## config.mk

```make
export PLATFORM = sky130hd
export DESIGN_NAME = fpmul_share_ctrl
export DESIGN_NICKNAME = d
export VERILOG_FILES = /design/src/rtl/fpmul_pkg.sv /design/src/rtl/fpmul_rsp_fifo.sv /design/src/rtl/fpmul_share_ctrl.sv
export SDC_FILE = /design/constraint.sdc
export NUM_CORES = 1
export LEC_CHECK = 0
export ABC_AREA = 1
export BUFFER_PORTS_ARGS = -buffer_cell sky130_fd_sc_hd__buf_4
export CAP_MARGIN = 5
export CORE_ASPECT_RATIO = 0.9
export CORE_MARGIN = 2
export CORE_UTILIZATION = 50
export DETAILED_ROUTE_END_ITERATION = 8
export GPL_TIMING_DRIVEN = 0
export PLACE_DENSITY = 0.71
export SETUP_SLACK_MARGIN = 0.1
export SLEW_MARGIN = 20
export SYNTH_ARGS = -nofsm -noshare
export SYNTH_HDL_FRONTEND = slang
export SYNTH_HIERARCHICAL = 1
export SYNTH_SLANG_ARGS = --single-unit
export TNS_END_PERCENT = 100
```

## constraint.sdc

```tcl
create_clock -name clk -period 4.6 [get_ports clk]
set_input_delay 0.69 -clock clk [delete_from_list [all_inputs] [get_ports clk]]
set_output_delay 0.69 -clock clk [all_outputs]
set_load 0.1 [all_outputs]
```

## src/rtl/fpmul_pkg.sv

```systemverilog
// Shared FPMul definitions: datapath widths, aux-flag bit positions and the
// response record that is stored per requester.
package fpmul_pkg;

  localparam int FP_W   = 32;
  localparam int FLAG_W = 11;

  // Aux flag bit positions, MSB first: {AP_ZF .. AB_DNF}
  localparam int AB_DNF    = 0;
  localparam int AB_ZERO   = 1;
  localparam int AB_INF    = 2;
  localparam int AB_NAN    = 3;
  localparam int OVERFLOW  = 4;
  localparam int UNDERFLOW = 5;
  localparam int ROUND     = 6;
  localparam int AP_NANF   = 7;
  localparam int AP_INFF   = 8;
  localparam int AP_DNF    = 9;
  localparam int AP_ZF     = 10;

  typedef struct packed {
    logic [FP_W-1:0]   p;
    logic [FLAG_W-1:0] flags;
  } fpmul_rsp_t;

endpackage

```

## src/rtl/fpmul_rsp_fifo.sv

```systemverilog
// First-word-fall-through response FIFO with a registered head entry.
// Read and write may coincide in any state; a write when full needs a same-cycle read.
module fpmul_rsp_fifo #(
  parameter int WIDTH = 43,
  parameter int DEPTH = 4
) (
  input  logic             clk,
  input  logic             rst,
  input  logic             wr_en,
  input  logic [WIDTH-1:0] wr_data,
  output logic             rd_valid,
  input  logic             rd_ready,
  output logic [WIDTH-1:0] rd_data
);

  localparam int AW = $clog2(DEPTH);
  localparam logic [AW:0] FULL_CNT = (AW+1)'(DEPTH);

  logic [WIDTH-1:0] mem [DEPTH];
  logic [AW-1:0]    wr_ptr_reg, rd_ptr_reg, rd_ptr_next;
  logic [AW:0]      count_reg, count_next;
  logic             valid_reg;
  logic [WIDTH-1:0] head_reg, head_next;
  logic             rd_fire, wr_fire;

  assign rd_fire = valid_reg & rd_ready;
  assign wr_fire = wr_en & ((count_reg != FULL_CNT) | rd_fire);

  always_comb begin
    count_next = count_reg;
    if (wr_fire && !rd_fire)
      count_next = count_reg + (AW+1)'(1);
    else if (rd_fire && !wr_fire)
      count_next = count_reg - (AW+1)'(1);
    rd_ptr_next = rd_fire ? rd_ptr_reg + AW'(1) : rd_ptr_reg;
    // Bypass the array when the entry being written is the next one to be shown
    head_next = (wr_fire && (wr_ptr_reg == rd_ptr_next)) ? wr_data : mem[rd_ptr_next];
  end

  always_ff @(posedge clk) begin
    if (wr_fire)
      mem[wr_ptr_reg] <= wr_data;
  end

  always_ff @(posedge clk) begin
    if (rst) begin
      wr_ptr_reg <= '0;
      rd_ptr_reg <= '0;
      count_reg  <= '0;
      valid_reg  <= 1'b0;
      head_reg   <= '0;
    end else begin
      if (wr_fire)
        wr_ptr_reg <= wr_ptr_reg + AW'(1);
      rd_ptr_reg <= rd_ptr_next;
      count_reg  <= count_next;
      valid_reg  <= (count_next != '0);
      if (count_next != '0)
        head_reg <= head_next;
    end
  end

  assign rd_valid = valid_reg;
  assign rd_data  = head_reg;

endmodule

```

## src/rtl/fpmul_share_ctrl.sv

```systemverilog
// Shares one fixed-latency FPMul pipeline between two requesters: round-robin
// issue, tag pipe steering results into per-requester FIFOs, credit-based flow control.
module fpmul_share_ctrl
  import fpmul_pkg::*;
#(
  parameter int LAT   = 4,
  parameter int DEPTH = 4
) (
  input  logic              clk,
  input  logic              rst,
  input  logic              req0_valid,
  output logic              req0_ready,
  input  logic [FP_W-1:0]   req0_a,
  input  logic [FP_W-1:0]   req0_b,
  input  logic              req1_valid,
  output logic              req1_ready,
  input  logic [FP_W-1:0]   req1_a,
  input  logic [FP_W-1:0]   req1_b,
  output logic              mul_valid,
  output logic [FP_W-1:0]   mul_a,
  output logic [FP_W-1:0]   mul_b,
  input  logic [FP_W-1:0]   mul_p,
  input  logic [FLAG_W-1:0] mul_flags,
  output logic              rsp0_valid,
  input  logic              rsp0_ready,
  output logic [FP_W-1:0]   rsp0_p,
  output logic [FLAG_W-1:0] rsp0_flags,
  output logic              rsp1_valid,
  input  logic              rsp1_ready,
  output logic [FP_W-1:0]   rsp1_p,
  output logic [FLAG_W-1:0] rsp1_flags,
  output logic              busy
);

  localparam int CW = $clog2(DEPTH) + 1;
  localparam logic [CW-1:0] RESV_MAX = CW'(DEPTH);

  logic [1:0]      req_valid, rsp_valid, rsp_ready, elig, grant;
  logic [FP_W-1:0] req_a [2];
  logic [FP_W-1:0] req_b [2];
  fpmul_rsp_t      rsp_data [2];
  logic            grant_idx;

  logic            last_reg;
  logic            mul_valid_reg, tag_reg;
  logic [FP_W-1:0] mul_a_reg, mul_b_reg;
  logic [LAT-1:0]  pipe_v_reg, pipe_tag_reg;

  assign req_valid = {req1_valid, req0_valid};
  assign rsp_ready = {rsp1_ready, rsp0_ready};
  assign req_a[0]  = req0_a;
  assign req_a[1]  = req1_a;
  assign req_b[0]  = req0_b;
  assign req_b[1]  = req1_b;

  // Round-robin: on a tie the requester that was not granted last wins
  always_comb begin
    grant = elig;
    if (elig == 2'b11)
      grant = last_reg ? 2'b01 : 2'b10;
    grant_idx = grant[1];
  end

  genvar gi;
  generate
    for (gi = 0; gi < 2; gi++) begin : g_req
      logic [CW-1:0] resv_reg;
      logic          rsp_fire;

      assign rsp_fire  = rsp_valid[gi] & rsp_ready[gi];
      assign elig[gi]  = req_valid[gi] & (resv_reg < RESV_MAX) & ~rst;

      // One credit per accepted request, returned when its response is taken
      always_ff @(posedge clk) begin
        if (rst)
          resv_reg <= '0;
        else if (grant[gi] ^ rsp_fire)
          resv_reg <= grant[gi] ? resv_reg + CW'(1) : resv_reg - CW'(1);
      end

      fpmul_rsp_fifo #(
        .WIDTH (FP_W + FLAG_W),
        .DEPTH (DEPTH)
      ) u_fifo (
        .clk      (clk),
        .rst      (rst),
        .wr_en    (pipe_v_reg[LAT-1] & (pipe_tag_reg[LAT-1] == 1'(gi))),
        .wr_data  ({mul_p, mul_flags}),
        .rd_valid (rsp_valid[gi]),
        .rd_ready (rsp_ready[gi]),
        .rd_data  (rsp_data[gi])
      );
    end
  endgenerate

  always_ff @(posedge clk) begin
    if (rst) begin
      mul_valid_reg <= 1'b0;
      mul_a_reg     <= '0;
      mul_b_reg     <= '0;
      tag_reg       <= 1'b0;
      last_reg      <= 1'b1;
    end else begin
      mul_valid_reg <= |grant;
      if (|grant) begin
        mul_a_reg <= req_a[grant_idx];
        mul_b_reg <= req_b[grant_idx];
        tag_reg   <= grant_idx;
        last_reg  <= grant_idx;
      end
    end
  end

  // Tag pipe mirrors the multiplier latency so each result finds its owner
  always_ff @(posedge clk) begin
    if (rst) begin
      pipe_v_reg   <= '0;
      pipe_tag_reg <= '0;
    end else begin
      pipe_v_reg[0]   <= mul_valid_reg;
      pipe_tag_reg[0] <= tag_reg;
      for (int k = 1; k < LAT; k++) begin
        pipe_v_reg[k]   <= pipe_v_reg[k-1];
        pipe_tag_reg[k] <= pipe_tag_reg[k-1];
      end
    end
  end

  assign req0_ready = grant[0];
  assign req1_ready = grant[1];
  assign mul_valid  = mul_valid_reg;
  assign mul_a      = mul_a_reg;
  assign mul_b      = mul_b_reg;
  assign rsp0_valid = rsp_valid[0];
  assign rsp1_valid = rsp_valid[1];
  assign rsp0_p     = rsp_data[0].p;
  assign rsp0_flags = rsp_data[0].flags;
  assign rsp1_p     = rsp_data[1].p;
  assign rsp1_flags = rsp_data[1].flags;
  assign busy       = (|pipe_v_reg) | mul_valid_reg | (|rsp_valid);

endmodule

```

==> results <==
- The number of gates resized after CTS was 0.
- The initial DRC count is 1789.
- The number of antenna violations at the first check in global routing is 1.
- The buffer levels on the longest clock path is 3.
- The count of nets left with antenna violations once routing finished came out at 0.
- The number of setup buffers added after CTS is 0.
- The sum of routed wire length over all layers is 67700 um.
- The final weighted congestion in routability-driven placement is 0.841.
- The post-synthesis cell area is 24300 sq um.
- Before antenna repair, the detailed router went through 5 iterations.
- The clock arrives with 0.0315 ns of skew.
- The worst voltage drop across the vdd grid is 706 uV.
- The flip-flop count of the largest register after layout is 344.
- Ranked by total cell area, the synthesized netlist is headed by edfxtp_1 (43%), dfxtp_1 (15%), nand2_1 (8.3%).
- More flip-flops sit in one register than any other, and that register is g_req.u_fifo/mem.
- Hold is met by 0.325 ns.
- For this run, the number of Yosys warnings is 6.
- The number of top-level pins is 333.
- The number of endpoints failing setup at the final stage is 0.
- For the worst setup path, the data arrival time is 3.51 ns.
- The number of max-slew violations in the final report is 0.
- The number of nets handed over by synthesis was 2756.
- Once layout is complete, the utilization of the core stands at 62.0%.
- The die is 213 um tall.
- The die covers 50300 sq um.
- The number of placement rows is 76.
- Walking the worst path, the cells encountered are nand2_2 -> nand2_2 -> nand2_2 -> nand2_1 -> nand2_1 -> nor2_4 -> nand2_2 -> buf_6 -> nand2_1 -> nand2_1 -> nor2_1 -> nor2_1.
- The number of sinks handled by clock tree synthesis is 527.
- The die is 236 um wide.
- After synthesis, flip-flops and latches occupy 57.7% of the total area.
- The fraction of final layout cells sized beyond drive strength 1 is 22.6%.
- Setup repair after global routing left no endpoint under its margin.
- The delay of the slowest critical-path stage is 0.48 ns.
- Entering global routing, the biggest net connects 24 pins.
- The path category of the worst min-delay check is in2reg.
- The total of hold buffers inserted after clock tree synthesis is 0.
- The maximum fanout along the worst path is 10.
- Clock tree synthesis inserted a total of 54 buffers.
- The number of standard cells after synthesis is 2563.
- The count of input and output buffers is 332.
- The fraction of the cycle the final worst path needs is 65.9%.
- The number of distinct library cells after synthesis is 40.
- Clock-pin slew was measured on the worst setup and hold paths at 0.06 ns.
- The number of global-route vias before repair is 18600.
- The category of the worst setup path capture point is a flop.
- The count of buffering cells on the critical path with inverters included is 1.
- The filler cell count is 3973.
- The minimum period implied by the final worst setup slack is 3.03 ns.
- Timing would allow up to 330 MHz.
- The all-layer global routing usage is 26.2%.
- Power spread over the standard cell area amounts to 618 nW/um^2.
- The number of nets in the layout is 3157.
- The via-per-instance ratio is 5.34.
- The remaining global-route overflow is 0.
- The critical path is of the reg2reg type.
- The wire length per cell is 18.6 um.
- The run finished with clean final reports.
- The number of maximum-capacitance violations is 0.
- The worst-skew pair later-pin latency is 0.62 ns.
- The required time of the critical path is 5.08 ns.
- The total number of vias is 19400.
- The instance count after placement with tap cells included is 3532.
- The gate family responsible for the most delay along the worst path is simple AND/OR/NAND/NOR gates.
- The mean cell area of the mapped netlist is 9.47 sq um.
- The largest total area in the synthesized netlist belongs to edfxtp_1.
- The area of the core is 47900 sq um.
- The tree is rooted in a clkbuf_16.
- The final routed DRC violation total is 0.
- The detailed placer's ending HPWL is 48300 um.
- The CTS tree is done.
- The reported leakage power is 0.0129 uW.
- The slowest cell on the critical path is dfxtp_1.
- The final count of hold timing violations came to 0.
- After layout, the design draws a total of 18400 uW.
- The global-route wire length before repair is 103000 um.
- In this run the number of H-tree levels came out at 2.
- Compared with the post-synthesis result, the final layout area differs by 22.4%.
- The actual transition at the worst max-transition pin is 0.817 ns.
- The worst setup path is launched from a flop.
- The synthesized design contains 527 register bits.
- In this run the tightest slew margin relative to its limit is 45.4%.
- The top-area cell type share of the netlist area is 42.6%.
- The initial core utilization is 50.6%.
- The total negative slack for setup checks is 0 ns.
- The final cell count without fillers is 3636.
-- path summary, 6_finish.rpt --
kind              slack, ns                                      end                                start  cells after the start
hold reg to reg        0.41               pipe_tag_reg[2]$_SDFF_PP0_           pipe_tag_reg[1]$_SDFF_PP0_                      2
setup reg to reg       1.57  g_req[1].u_fifo/rd_data[3]$_SDFFE_PP0P_  g_req[1].u_fifo/rd_valid$_SDFF_PP0_                     12
setup / recovery       1.57  g_req[1].u_fifo/rd_data[3]$_SDFFE_PP0P_  g_req[1].u_fifo/rd_valid$_SDFF_PP0_                     12
hold / removal         0.32                   mul_a[23]$_SDFFE_PP0P_                           req0_a[23]                      3
-- report_power, final --
group | internal (uW) | total (uW) | switching [uW]
Combinational | 1960 | 8130 | 6170
Clock | 2530 | 4360 | 1830
Sequential | 5540 | 5870 | 328
Total | 10000 | 18400 | 8330
-- final cells by class --
class,instances,area (sq um),share of cell area [%]
inverter,336,1260,4.25
tap,624,781,2.63
antenna,2,5.00,0.0168
buffer,155,860,2.89
clock buffer,77,1520,5.12
clock inverter,25,246,0.830
timing repair buffer,345,2830,9.52
multi-input combinational,1545,8210,27.6
sequential,527,14000,47.1
-- cell usage in the layout (no fill, tap or decap), drive strengths merged, types with 18 or more instances in the layout --
cell type	instances
o21ai	104
nand3	298
o22ai	22
o211ai	43
nand4	47
nor2	238
nand3b	172
clkinv	18
or2	42
edfxtp	344
inv	336
buf	441
clkbuf	136
dfxtp	183
nand2	550
-- tightest hold or removal path: stages --
cell      delay, ns
buf_4          0.08
o211ai_2       0.08
o21ai_2        0.05
-- through the flow --
step	instance area [sq um]	setup slack (ns)
global route	29700	1.52
floorplan	24300	0.732
CTS	29700	1.71
finish	29700	1.57
detailed placement	27900	1.43
global placement	27500	-0.558
-- routing by layer --
layer | global-route usage [%] | part of all wire [%] | vias up
met5 | 0 | 0 | -
met4 | 7.07 | 2.0 | 0
met3 | 5.51 | 8.8 | 101
met2 | 43.8 | 48 | 810
met1 | 35.0 | 42 | 9236
li1 | - | - | 9274
-- cell families after synthesis --
logic type / synth area share [%]
compound gates: 6.08
xor+xnor: 0.108
fa+ha+maj: 0.856
buf+inv: 8.74
flops: 57.7
simple gates: 26.5
-- synth_stat cells (all sizes together) --
| library cell | instances |
|---|---|
| a21oi | 9 |
| nand2 | 550 |
| nor2 | 238 |
| o22ai | 22 |
| nand3b | 172 |
| inv | 335 |
| nand3 | 298 |
| or2 | 42 |
| edfxtp | 344 |
| ha | 15 |
| dfxtp | 183 |
| fa | 1 |
| nand4 | 47 |
| o21ai | 104 |
| nor4 | 1 |
| clkinv | 1 |
| buf | 96 |
| xnor2 | 2 |
| o211ai | 43 |
| xor2 | 1 |
| clkbuf | 59 |
No activity file was read; power rests on OpenSTA's default activity.
